===== src/rtl/rocc_dispatch_pkg.sv =====
// Shared types and constants for the RoCC dispatch block and its response tracker.
package rocc_dispatch_pkg;

  localparam int TRANS_ID_BITS = 3;
  localparam int ROCC_XD_BIT   = 14;

  typedef struct packed {
    logic [31:0] instr;
    logic [63:0] rs1;
    logic [63:0] rs2;
  } rocc_cmd_t;

  typedef struct packed {
    logic [4:0]  rd;
    logic [63:0] data;
  } rocc_resp_t;

  typedef struct packed {
    rocc_cmd_t                cmd;
    logic [TRANS_ID_BITS-1:0] transId;
  } cmd_entry_t;

  typedef struct packed {
    logic [TRANS_ID_BITS-1:0] transId;
    logic [4:0]               rd;
    logic                     killed;
  } trk_entry_t;

  // True when the instruction expects a destination register write.
  function automatic logic instrXd(input logic [31:0] instr);
    return instr[ROCC_XD_BIT];
  endfunction

endpackage


===== src/rtl/rocc_resp_tracker.sv =====
// In-order FIFO of tags for commands already sent to the accelerator that still owe a response.
// kill_all marks every held entry (and any same-cycle push) so its response is dropped on return.
module rocc_resp_tracker
  import rocc_dispatch_pkg::*;
#(
  parameter int DEPTH = 4
) (
  input  logic                   i_clk,
  input  logic                   i_rstN,
  input  logic                   i_push,
  input  trk_entry_t             i_pushEntry,
  input  logic                   i_pop,
  input  logic                   i_killAll,
  output trk_entry_t             o_head,
  output logic                   o_empty,
  output logic [$clog2(DEPTH):0] o_count
);

  localparam int PTR_W = (DEPTH > 1) ? $clog2(DEPTH) : 1;
  localparam int CNT_W = $clog2(DEPTH) + 1;

  trk_entry_t       r_mem [DEPTH];
  logic [PTR_W-1:0] r_rdPtr;
  logic [PTR_W-1:0] r_wrPtr;
  logic [CNT_W-1:0] r_count;
  trk_entry_t       w_pushEntry;

  assign w_pushEntry = '{transId: i_pushEntry.transId,
                         rd:      i_pushEntry.rd,
                         killed:  i_pushEntry.killed | i_killAll};

  // Entry storage: a kill marks everything held, a push writes the tail slot.
  always_ff @(posedge i_clk or negedge i_rstN) begin
    if (!i_rstN) begin
      for (int i = 0; i < DEPTH; i++) r_mem[i] <= '0;
    end else begin
      if (i_killAll) begin
        for (int i = 0; i < DEPTH; i++) r_mem[i].killed <= 1'b1;
      end
      if (i_push) r_mem[r_wrPtr] <= w_pushEntry;
    end
  end

  // Wrapping pointers plus a separate occupancy count that drives empty.
  always_ff @(posedge i_clk or negedge i_rstN) begin
    if (!i_rstN) begin
      r_rdPtr <= '0;
      r_wrPtr <= '0;
      r_count <= '0;
    end else begin
      if (i_push) r_wrPtr <= r_wrPtr + PTR_W'(1);
      if (i_pop)  r_rdPtr <= r_rdPtr + PTR_W'(1);
      r_count <= r_count + CNT_W'(i_push) - CNT_W'(i_pop);
    end
  end

  assign o_head  = r_mem[r_rdPtr];
  assign o_empty = (r_count == '0);
  assign o_count = r_count;

  // The dispatcher's reservation limit must keep the tracker from overflowing.
  assert property (@(posedge i_clk) disable iff (!i_rstN)
                   i_push |-> ((r_count != CNT_W'(DEPTH)) || i_pop));

endmodule


===== src/rtl/rocc_dispatch.sv =====
// Forwards RoCC instructions to an accelerator through a small command queue, tracks the
// ones that need a register result, and returns every completion on one writeback port.
module rocc_dispatch
  import rocc_dispatch_pkg::*;
#(
  parameter int CMD_DEPTH       = 2,
  parameter int MAX_OUTSTANDING = 4
) (
  input  logic                     clk_i,
  input  logic                     rst_ni,
  input  logic                     flush_i,
  input  logic                     rocc_valid_i,
  output logic                     rocc_ready_o,
  input  logic [31:0]              rocc_instr_i,
  input  logic [63:0]              operand_a_i,
  input  logic [63:0]              operand_b_i,
  input  logic [TRANS_ID_BITS-1:0] trans_id_i,
  output logic                     cmd_valid_o,
  input  logic                     cmd_ready_i,
  output rocc_cmd_t                cmd_o,
  input  logic                     resp_valid_i,
  output logic                     resp_ready_o,
  input  rocc_resp_t               resp_i,
  output logic                     wb_valid_o,
  output logic [TRANS_ID_BITS-1:0] wb_trans_id_o,
  output logic [63:0]              wb_data_o
);

  localparam int Q_PTR_W = (CMD_DEPTH > 1) ? $clog2(CMD_DEPTH) : 1;
  localparam int Q_CNT_W = $clog2(CMD_DEPTH) + 1;
  localparam int R_CNT_W = $clog2(MAX_OUTSTANDING) + 1;

  cmd_entry_t               r_qMem [CMD_DEPTH];
  logic [Q_PTR_W-1:0]       r_qRdPtr;
  logic [Q_PTR_W-1:0]       r_qWrPtr;
  logic [Q_CNT_W-1:0]       r_qCount;
  logic [R_CNT_W-1:0]       r_resvCount;
  logic                     r_wbValid;
  logic [TRANS_ID_BITS-1:0] r_wbTransId;
  logic [63:0]              r_wbData;

  cmd_entry_t               w_qHead;
  logic                     w_headXd;
  logic                     w_accept;
  logic                     w_acceptXd;
  logic                     w_cmdFire;
  logic                     w_xd0Fire;
  logic                     w_trkPush;
  logic                     w_respFire;
  trk_entry_t               w_trkPushEntry;
  trk_entry_t               w_trkHead;
  logic                     w_trkEmpty;
  logic [R_CNT_W-1:0]       w_trkCount;

  assign w_qHead      = r_qMem[r_qRdPtr];
  assign w_headXd     = instrXd(w_qHead.cmd.instr);
  assign rocc_ready_o = (r_qCount != Q_CNT_W'(CMD_DEPTH)) &&
                        (r_resvCount < R_CNT_W'(MAX_OUTSTANDING));
  assign w_accept     = rocc_valid_i && rocc_ready_o && !flush_i;
  assign w_acceptXd   = w_accept && instrXd(rocc_instr_i);
  assign cmd_valid_o  = (r_qCount != '0);
  assign cmd_o        = w_qHead.cmd;
  assign w_cmdFire    = cmd_valid_o && cmd_ready_i;
  assign w_xd0Fire    = w_cmdFire && !w_headXd;
  assign w_trkPush    = w_cmdFire && w_headXd;
  assign resp_ready_o = !w_trkEmpty && !w_xd0Fire;
  assign w_respFire   = resp_valid_i && resp_ready_o;

  assign w_trkPushEntry = '{transId: w_qHead.transId,
                            rd:      w_qHead.cmd.instr[11:7],
                            killed:  1'b0};

  // Command queue storage, written at the tail on every accepted instruction.
  always_ff @(posedge clk_i or negedge rst_ni) begin
    if (!rst_ni) begin
      for (int i = 0; i < CMD_DEPTH; i++) r_qMem[i] <= '0;
    end else if (w_accept) begin
      r_qMem[r_qWrPtr] <= '{cmd: '{instr: rocc_instr_i, rs1: operand_a_i, rs2: operand_b_i},
                            transId: trans_id_i};
    end
  end

  // Queue pointers and count; a flush empties the queue outright.
  always_ff @(posedge clk_i or negedge rst_ni) begin
    if (!rst_ni) begin
      r_qRdPtr <= '0;
      r_qWrPtr <= '0;
      r_qCount <= '0;
    end else if (flush_i) begin
      r_qRdPtr <= '0;
      r_qWrPtr <= '0;
      r_qCount <= '0;
    end else begin
      if (w_accept)  r_qWrPtr <= r_qWrPtr + Q_PTR_W'(1);
      if (w_cmdFire) r_qRdPtr <= r_qRdPtr + Q_PTR_W'(1);
      r_qCount <= r_qCount + Q_CNT_W'(w_accept) - Q_CNT_W'(w_cmdFire);
    end
  end

  // Reservations follow accepts and response pops; a flush resyncs them to the tracker occupancy.
  always_ff @(posedge clk_i or negedge rst_ni) begin
    if (!rst_ni) begin
      r_resvCount <= '0;
    end else if (flush_i) begin
      r_resvCount <= w_trkCount + R_CNT_W'(w_trkPush) - R_CNT_W'(w_respFire);
    end else begin
      r_resvCount <= r_resvCount + R_CNT_W'(w_acceptXd) - R_CNT_W'(w_respFire);
    end
  end

  // Single writeback register shared by xd=0 completions and live accelerator responses.
  always_ff @(posedge clk_i or negedge rst_ni) begin
    if (!rst_ni) begin
      r_wbValid   <= 1'b0;
      r_wbTransId <= '0;
      r_wbData    <= '0;
    end else if (flush_i) begin
      r_wbValid   <= 1'b0;
      r_wbTransId <= '0;
      r_wbData    <= '0;
    end else if (w_xd0Fire) begin
      r_wbValid   <= 1'b1;
      r_wbTransId <= w_qHead.transId;
      r_wbData    <= '0;
    end else if (w_respFire && !w_trkHead.killed) begin
      r_wbValid   <= 1'b1;
      r_wbTransId <= w_trkHead.transId;
      r_wbData    <= resp_i.data;
    end else begin
      r_wbValid   <= 1'b0;
    end
  end

  assign wb_valid_o    = r_wbValid;
  assign wb_trans_id_o = r_wbTransId;
  assign wb_data_o     = r_wbData;

  rocc_resp_tracker #(
    .DEPTH(MAX_OUTSTANDING)
  ) u_tracker (
    .i_clk       (clk_i),
    .i_rstN      (rst_ni),
    .i_push      (w_trkPush),
    .i_pushEntry (w_trkPushEntry),
    .i_pop       (w_respFire),
    .i_killAll   (flush_i),
    .o_head      (w_trkHead),
    .o_empty     (w_trkEmpty),
    .o_count     (w_trkCount)
  );

  // Responses come back strictly in order, so the returned rd must match the oldest tracked command.
  assert property (@(posedge clk_i) disable iff (!rst_ni)
                   w_respFire |-> (resp_i.rd == w_trkHead.rd));

endmodule


===== config.mk =====
export PLATFORM = sky130hd
export DESIGN_NAME = rocc_dispatch
export DESIGN_NICKNAME = d
export VERILOG_FILES = /design/src/rtl/rocc_dispatch_pkg.sv /design/src/rtl/rocc_resp_tracker.sv /design/src/rtl/rocc_dispatch.sv
export SDC_FILE = /design/constraint.sdc
export NUM_CORES = 1
export LEC_CHECK = 0
export CAP_MARGIN = 20
export CORE_UTILIZATION = 39
export DETAILED_ROUTE_END_ITERATION = 7
export GPL_ROUTABILITY_DRIVEN = 0
export PLACE_DENSITY = 0.75
export SLEW_MARGIN = 20
export SYNTH_ARGS = -nofsm -noshare
export SYNTH_HDL_FRONTEND = slang
export SYNTH_SLANG_ARGS = --single-unit

===== constraint.sdc =====
create_clock -name clk_i -period 3.14 [get_ports clk_i]
set_input_delay 0.628 -clock clk_i [delete_from_list [all_inputs] [get_ports clk_i]]
set_output_delay 0.628 -clock clk_i [all_outputs]
set_load 0.05 [all_outputs]

==> results of run 1 <==
-- placed cells by master, fill, tap and decap left out, types with 2 or more instances in the layout --
master / instances
a21oi_1: 3
a22o_1: 12
a22o_2: 52
and3_1: 2
buf_12: 22
buf_4: 29
bufinv_16: 2
clkbuf_1: 13
clkbuf_16: 47
clkbuf_8: 10
clkdlybuf4s50_1: 307
clkinv_2: 4
clkinvlp_4: 2
dfrtp_1: 423
diode_2: 6
dlygate4sd2_1: 148
dlymetal6s2s_1: 4
fa_1: 2
ha_1: 10
inv_1: 14
inv_6: 2
mux2_1: 5
mux2_2: 482
mux2i_1: 5
mux4_1: 3
nand2_1: 26
nand3_1: 4
nor2_1: 10
o21ai_0: 14
o31ai_1: 2
o41ai_2: 2
xnor2_1: 9
xor2_1: 2
-- worst min-delay path by stage --
stage	from	end	slack, ns	cells after the start
floorplan	rst_ni	r_qCount[0]	0.33	0
global placement	u_tracker.r_mem[17]	u_tracker.r_mem[17]	0.46	2
detailed placement	u_tracker.r_mem[33]	u_tracker.r_mem[33]	0.46	2
CTS	rst_ni	r_qMem[150]	0.08	1
global route	rst_ni	wb_data_o[18]	0.08	1
finish	rst_ni	wb_data_o[18]	0.06	1
-- stage by stage --
step,utilization (%),area (µm²),hold WS [ns],total power [mW]
global placement,51.85,23580,0.4554,23.01
finish,54.85,24950,0.06187,27.64
floorplan,-,18010,0.3324,18.68
detailed placement,51.85,23580,0.4632,23.41
CTS,54.80,24920,0.07727,27.95
global route,54.85,24950,0.08389,28.97
-- state kept, by name (all words and copies together), names as in the netlist --
register / count
r_qMem: 326
u_tracker.r_rdPtr: 2
wb_valid_o: 1
r_qWrPtr: 1
r_resvCount: 3
u_tracker.r_wrPtr: 2
u_tracker.r_mem: 16
r_qRdPtr: 1
u_tracker.o_count: 3
wb_data_o: 64
wb_trans_id_o: 3
r_qCount: 2
-- kinds of logic after synthesis --
kind of cell,synth area share [%]
XOR/XNOR,0.5351
AND/OR/NAND/NOR,1.439
multiplexers,31.30
AO/OA/AOI/OAI,4.273
adder cells (fa/ha/maj),0.9172
flip-flops,58.93
buffers and inverters,2.613
-- final cells by class --
type / count / share of cell area (%)
Antenna cell: 6 / 0.06019
Multi-Input combinational cell: 657 / 27.81
Clock buffer: 70 / 5.462
Inverter: 16 / 0.2408
Timing Repair Buffer: 511 / 20.41
Sequential cell: 424 / 42.55
Clock inverter: 10 / 0.4514
Tap cell: 600 / 3.009
-- power groups by stage --
stage	Clock, mW	Sequential (mW)	Combinational [mW]
after floorplan	0	8.63	10.1
after CTS	5.44	8.85	13.7
after global placement	0	8.74	14.3
final	5.29	8.86	13.5
after global routing	5.63	9.13	14.2
after detailed placement	0	8.95	14.5
-- cells in the mapped netlist (4+ instances only) --
master / number
buf_2: 21
ha_1: 10
o21ai_0: 14
inv_1: 14
mux2i_1: 5
buf_6: 7
dfrtp_1: 424
nor2_1: 10
xnor2_1: 9
a22o_1: 12
nand2_1: 27
nand3_1: 4
buf_4: 14
mux2_1: 5
buf_1: 6
clkbuf_1: 25
mux2_2: 482
a22o_2: 52
-- timing repair --
item	in CTS	in global routing
endpoints found under the setup margin	154	4
resized for setup	148	4
setup buffers	3	0
hold endpoints to repair	0	0
-- metal layers --
metal / up-vias / global-route usage (%) / share of wire (%) / wire, µm
li1: 5180 / - / - / -
met1: 5874 / 22.29 / 40 / 17890
met2: 352 / 32.75 / 49 / 22170
met3: 85 / 6.233 / 7.9 / 3560
met4: 0 / 7.817 / 3.5 / 1573
met5: - / 0 / 0 / 0
==> results.txt, run 1 <==
status -> completed
via count of the first global-routing pass -> 12820
crit path cell chain -> buf_12, mux2_2, clkdlybuf4s50_1
CP max-delay cell -> clkdlybuf4s50_1
Synth area leader -> dfrtp_1
worst reg-to-reg path cell count -> 11
dpl hpwl -> 31.48 mm
minimum clock period -> 3.075 ns
Comb power frac -> 48.8%
r2r setup slk -> 0.43 ns
clock root cell -> clkbuf_16
antenna viol nets, final -> 0
Worst Max-Slew Pin Slew -> 0.7574 ns
gr usage total -> 19.22%
fill count -> 3766
first drt pass iteration count -> 4
die height -> 216.9 µm
P per Cell Area -> 1108 nW/µm²
post-synthesis sequential area ratio -> 58.93%
Setup crit start -> r_qRdPtr
Leak -> 11.20 nW
Critical R2R Launch -> r_qCount[1]
Die Wd -> 216.9 µm
Non-Filler Instances -> 2294
Setup violations, final -> 0
FMAX -> 325.2 MHz
Yosys top cell area share -> 58.93%
Synth Instances -> 1171
area occupied by registers -> 10610 µm²
switching pwr -> 11.54 mW
worst-path maximum fanout -> 18
die area -> 47030 µm²
Int Pwr -> 16.11 mW
worst setup margin -> 0.06471 ns
Tightest Hold Check Type -> primary input to async pin
DR vias/cell -> 5.009
Mapped Nets -> 1421
flops & latches, synth -> 424
CTS sink count -> 424
Residual DRC -> 0
CTS Buf Count -> 46
Clock transition at path regs -> 0.06 ns
Post-Syn Area per Cell -> 15.38 µm²
largest net degree at the start of global routing -> 83
first-pass GRT wire length -> 71.43 mm
RSZ-0062 raised after global routing -> false
Setup CP Type -> register to output pin
drt initial violations -> 497
prevailing post-synth register cell -> dfrtp_1
Routed WL -> 45.20 mm
Congestion Overflow GR -> 0
post-cts hold buffer count -> 0
synthesized area -> 18010 µm²
crit end category -> output pin
multi-input combinational cell area -> 6938 µm²
Setup WS pre-CTS -> 0.05978 ns
Final Hold Vio Count -> 0
Final Max Tran Viols -> 0
crit path buf inv count -> 2
Worst Setup EP -> cmd_o[98]
largest cells by area after synthesis -> dfrtp_1, mux2_2, a22o_2, ha_1, buf_2
initial antenna violation count -> 6
H-tree levels -> 2
Cell variety after synth -> 39
Sw Ratio -> 41.73%
WL per Instance -> 19.70 µm
slew margin rel. -> 49.51%
synth warn -> 0
WP data required -> 2.51 ns
via count -> 11490
WP data arrival -> 2.45 ns
Startpoint Class -> register
Placed Cells incl. Taps -> 2205
Skew-Pair Late Insertion Delay -> 0.56 ns
ratio of cells with drive above 1 in the final layout -> 39.40%
Reg2Reg Capture Point -> r_resvCount[2]
Clock Skew -> 0.02451 ns
FFs w/ async S/R, synth -> 100.0%
area delta synth->final -> 38.54%
clock group share of total power -> 19.1%
Final Cycle Share -> 97.94%
clock buffer depth -> 3
Rows -> 78
IR drop worst, VDD -> 0.9207 mV
Post-Route Setup TNS -> 0 ns
delay of the slowest cell on the worst path -> 0.72 ns
Seq pwr share -> 32.0%
cell family with most CP delay -> buffers and inverters
Core Region -> 45480 µm²
EDFF count, synth -> 0
Total Nets Final -> 1906
Crit path depth -> 3
number of buffers added on ports -> 463
Initial Util -> 39.59%
CTS tree -> done
max_cap viols -> 0
Ports -> 469
Power figures use the tool's default switching activity.
==> run 2, diff against run 1 <==
--- a/config.mk
+++ b/config.mk
@@ -9,7 +9,7 @@
 export CORE_UTILIZATION = 39
 export DETAILED_ROUTE_END_ITERATION = 7
 export GPL_ROUTABILITY_DRIVEN = 0
-export PLACE_DENSITY = 0.75
+export PLACE_DENSITY = 0.76
 export SLEW_MARGIN = 20
 export SYNTH_ARGS = -nofsm -noshare
 export SYNTH_HDL_FRONTEND = slang
==> run 2 against run 1 <==
Non-clock buffer count down 17. Core utilization down 0.23 points. Clock skew decreased by 0.017 ns. Count of clock-buffer cells in the layout decreased by 6. Critical path type unchanged. Largest cell class unchanged. Highest routed layer unchanged.
==> results.txt, run 2 (synthesis results as in run 1) <==
CTS sink count -> 424
Residual DRC -> 0
minimum clock period -> 3.022 ns
Worst Max-Slew Pin Slew -> 0.9701 ns
DR vias/cell -> 5.040
IR drop worst, VDD -> 0.7215 mV
worst reg-to-reg path cell count -> 11
Initial Util -> 39.59%
worst-path maximum fanout -> 23
Setup CP Type -> register to output pin
area delta synth->final -> 37.97%
crit path cell chain -> buf_12, mux2_2, clkdlybuf4s50_1
WP data arrival -> 2.39 ns
CTS tree -> done
antenna viol nets, final -> 0
WP data required -> 2.51 ns
commonest non-fill, non-tap cell in the layout -> mux2_2
most frequent cells in the layout -> mux2_2, dfrtp_1, clkdlybuf4s50_1, dlygate4sd2_1, a22o_2
Clock Skew -> 0.007551 ns
Rows -> 78
slew margin rel. -> 35.33%
Die Wd -> 216.9 µm
drt initial violations -> 531
initial antenna violation count -> 2
dpl hpwl -> 30.67 mm
ratio of cells with drive above 1 in the final layout -> 38.99%
Congestion Overflow GR -> 0
final core occ -> 54.62%
Total Nets Final -> 1889
CTS Buf Count -> 46
via count of the first global-routing pass -> 12650
RSZ-0062 raised after global routing -> false
Largest Register -> r_qMem
crit end category -> output pin
Final Max Tran Viols -> 0
Core Region -> 45480 µm²
r2r setup slk -> 0.43 ns
Final Hold Vio Count -> 0
number of buffers added on ports -> 463
clock root cell -> clkbuf_16
Tightest Hold Check Type -> primary input to async pin
Clock transition at path regs -> 0.06 ns
Setup violations, final -> 0
status -> completed
Reg2Reg Capture Point -> r_resvCount[2]
fill count -> 3839
CP max-delay cell -> clkdlybuf4s50_1
first-pass GRT wire length -> 69.60 mm
clock buffer depth -> 3
P per Cell Area -> 1120 nW/µm²
max_cap viols -> 0
delay of the slowest cell on the worst path -> 0.85 ns
first drt pass iteration count -> 5
Routed WL -> 44.51 mm
die height -> 216.9 µm
H-tree levels -> 2
Critical R2R Launch -> r_qCount[1]
WL per Instance -> 19.54 µm
Post-Route Setup TNS -> 0 ns
die area -> 47030 µm²
max reg flops -> 326
Final Cycle Share -> 96.24%
Ports -> 469
FMAX -> 330.9 MHz
Leak -> 11.08 nW
Skew-Pair Late Insertion Delay -> 0.56 ns
via count -> 11480
Startpoint Class -> register
gr usage total -> 18.70%
largest net degree at the start of global routing -> 99
-- run 2: area by class of cell --
class	count	area (µm²)	share of cell area [%]
timing repair buffer	494	4882	19.65
tap	600	750.7	3.022
inverter	16	60.06	0.2418
sequential	424	10610	42.72
multi-input combinational	657	6938	27.93
antenna	3	7.507	0.03022
clock buffer	64	1323	5.324
clock inverter	20	267.8	1.078
-- run 2: how the worst max path moves through the flow --
stage           startpoint             end  slack, ns  depth (start not counted)
6_report          r_qRdPtr       cmd_o[21]       0.12                          3
5_1_grt           r_qRdPtr       cmd_o[21]       0.04                          3
4_1_cts           r_qRdPtr       cmd_o[21]       0.05                          3
3_5_place_dp   cmd_ready_i  r_resvCount[2]       0.02                         12
3_3_place_gp   cmd_ready_i  r_resvCount[2]       0.06                         12
2_1_floorplan  cmd_ready_i  r_resvCount[2]       0.46                         11
-- run 2: metrics by stage --
stage               power [mW]  std cells  hold WS [ns]  cell area, µm²  setup slack [ns]
floorplan                18.68       1171        0.3324           18010            0.4561
global placement         22.88       2191        0.4540           23420           0.06072
detailed placement       23.29       2191        0.4577           23420           0.02179
CTS                      28.16       2275      0.008685           24840           0.05291
global route             29.17       2278       0.04485           24840           0.04310
finish                   27.83       2278       0.01968           24840            0.1182
-- run 2: metal layers --
metal	vias up	routed length, µm	GRT usage, %
met5	-	0	0
met4	0	1272	6.808
met3	73	3620	6.038
met2	360	22100	31.89
met1	5880	17520	21.99
li1	5169	-	-
-- run 2: worst max-delay path: cells and delay by family (launching register included) --
kind / cells / cell delay, ns
buffers and inverters: 2 / 1.04
flip-flops: 1 / 0.52
multiplexers: 1 / 0.26
-- run 2: power breakdown --
group          total [mW]  internal, mW  switching, mW
clock network        5.61          3.44           2.17
logic                13.4          5.15           8.22
registers            8.84          7.72           1.13
total                27.8          16.3           11.5
-- run 2: what timing repair did --
item	4_1_cts	5_1_grt
gates resized for setup	145	0
buffers inserted	0	0
hold buffers	0	0
setup endpoints to repair	144	0
==> run 3, diff against run 2 <==
--- a/config.mk
+++ b/config.mk
@@ -5,10 +5,12 @@
 export SDC_FILE = /design/constraint.sdc
 export NUM_CORES = 1
 export LEC_CHECK = 0
+export ABC_AREA = 0
 export CAP_MARGIN = 20
 export CORE_UTILIZATION = 39
 export DETAILED_ROUTE_END_ITERATION = 7
 export GPL_ROUTABILITY_DRIVEN = 0
+export HOLD_SLACK_MARGIN = 0.06
 export PLACE_DENSITY = 0.76
 export SLEW_MARGIN = 20
 export SYNTH_ARGS = -nofsm -noshare
==> run 3 against run 2 <==
Die area did not move. Clock skew is 0.00052 ns higher. Critical endpoint unchanged. Largest cell class unchanged. Highest routed layer unchanged. Global-route usage hardly changed. Sequential power about the same. Total power about the same. Combinational power about the same. Register-to-register slack is essentially flat. Cell count hardly changed. Hold slack gained 0.45 ns. Clock power is essentially flat. Non-clock buffer count is 1 higher.
==> results.txt, run 3 (synthesis results as in run 1) <==
minimum clock period -> 3.024 ns
Clock transition at path regs -> 0.06 ns
switching pwr -> 11.52 mW
CTS sink count -> 424
Residual DRC -> 0
Final Hold Vio Count -> 0
largest net degree at the start of global routing -> 99
WL per Instance -> 19.54 µm
worst-path maximum fanout -> 23
Startpoint Class -> register
Setup CP Type -> register to output pin
Post-Route Setup TNS -> 0 ns
Seq pwr share -> 31.8%
gr usage total -> 18.70%
H-tree levels -> 2
antenna viol nets, final -> 0
CTS tree -> done
die height -> 216.9 µm
FMAX -> 330.7 MHz
clock buffer depth -> 3
delay of the slowest cell on the worst path -> 0.85 ns
Worst Hold Depth -> 2
Non-Filler Instances -> 2279
Core Region -> 45480 µm²
Post-CTS Setup Inserts -> 0
Sw Ratio -> 41.40%
WP data required -> 2.51 ns
hold_sp -> u_tracker.r_mem[9]
cell family with most CP delay -> buffers and inverters
Final Cycle Share -> 96.31%
Routed WL -> 44.53 mm
crit path buf inv count -> 2
ratio of cells with drive above 1 in the final layout -> 38.96%
P per Cell Area -> 1120 nW/µm²
dpl hpwl -> 30.67 mm
r2r setup slk -> 0.44 ns
crit path cell chain -> buf_12, mux2_2, clkdlybuf4s50_1
most frequent cells in the layout -> mux2_2, dfrtp_1, clkdlybuf4s50_1, dlygate4sd2_1, a22o_2
area occupied by registers -> 10610 µm²
via count of the first global-routing pass -> 12650
fill count -> 3838
status -> completed
WP data arrival -> 2.40 ns
Setup violations, final -> 0
Placed Cells incl. Taps -> 2191
max_cap viols -> 0
commonest non-fill, non-tap cell in the layout -> mux2_2
max reg flops -> 326
slew margin rel. -> 35.07%
drt initial violations -> 474
Final Max Tran Viols -> 0
Die Wd -> 216.9 µm
via count -> 11480
worst setup margin -> 0.1157 ns
clock root cell -> clkbuf_16
die area -> 47030 µm²
multi-input combinational cell area -> 6938 µm²
CTS Buf Count -> 46
first-pass GRT wire length -> 69.61 mm
Total Nets Final -> 1890
Ports -> 469
Congestion Overflow GR -> 0
worst reg-to-reg path cell count -> 11
Reg2Reg Capture Point -> r_resvCount[2]
Worst Max-Slew Pin Slew -> 0.9739 ns
CP max-delay cell -> clkdlybuf4s50_1
Int Pwr -> 16.30 mW
Tightest Hold Check Type -> register to register
worst hold endpoint -> u_tracker.r_mem[9]
Comb power frac -> 48.0%
clock group share of total power -> 20.2%
Leak -> 11.09 nW
first drt pass iteration count -> 4
Largest Register -> r_qMem
Initial Util -> 39.59%
crit end category -> output pin
Setup WS pre-CTS -> 0.02179 ns
Clock Skew -> 0.008075 ns
Critical R2R Launch -> r_qCount[1]
number of buffers added on ports -> 463
IR drop worst, VDD -> 0.7221 mV
Rows -> 78
Hold WS -> 0.4692 ns
DR vias/cell -> 5.036
Skew-Pair Late Insertion Delay -> 0.56 ns
area delta synth->final -> 38.02%
RSZ-0062 raised after global routing -> false
initial antenna violation count -> 2
run 3: worst register-to-register path: cells and delay by family (launching register included):
kind / cells / cell delay (ns)
DFF: 1 / 0.41
and+or+nand+nor: 1 / 0.06
buffers and inverters: 2 / 0.21
adders and majority gates: 3 / 0.79
xor gates and xnor gates: 2 / 0.34
AOI/OAI and AO/OA: 3 / 0.85
run 3: cell type report:
cell class | count | share of cell area, %
antenna | 3 | 0.03021
clock buffer | 64 | 5.321
clock inverter | 20 | 1.077
inverter | 16 | 0.2417
timing repair buffer | 495 | 19.68
tap | 600 | 3.021
multi-input combinational | 657 | 27.92
sequential | 424 | 42.71
run 3: worst max path at each step:
stage / end / start / depth (start not counted)
final: cmd_o[21] / r_qRdPtr / 3
after floorplan: r_resvCount[2] / cmd_ready_i / 11
after global placement: r_resvCount[2] / cmd_ready_i / 12
after detailed placement: r_resvCount[2] / cmd_ready_i / 12
after CTS: cmd_o[21] / r_qRdPtr / 3
after global routing: cmd_o[21] / r_qRdPtr / 3
run 3: timing repair:
item | in CTS | in global routing
resized for setup | 145 | 0
endpoints found under the setup margin | 144 | 0
hold buffers | 1 | 0
hold endpoints to repair | 65 | 0
run 3: power by group through the flow:
stage | sequential, mW | combinational (mW) | clock, mW
6_report | 8.84 | 13.4 | 5.61
5_1_grt | 9.13 | 14.1 | 5.98
4_1_cts | 8.84 | 13.5 | 5.78
3_5_place_dp | 8.92 | 14.4 | 0
3_3_place_gp | 8.71 | 14.2 | 0
2_1_floorplan | 8.63 | 10.1 | 0
run 3: routing by layer:
metal	up-vias	track usage (%)	part of all wire (%)	wire, µm
li1	5171	-	-	-
met1	5878	21.99	40	17610
met2	355	31.90	49	22040
met3	74	6.038	8.1	3610
met4	0	6.808	2.9	1273
met5	-	0	0	0
run 3: metrics by stage:
step | power [mW] | utilization [%] | instance area (µm²)
4_1_cts | 28.16 | 54.63 | 24850
5_1_grt | 29.17 | 54.65 | 24850
3_5_place_dp | 23.29 | 51.49 | 23420
6_report | 27.82 | 54.65 | 24850
3_3_place_gp | 22.88 | 51.49 | 23420
2_1_floorplan | 18.68 | - | 18010
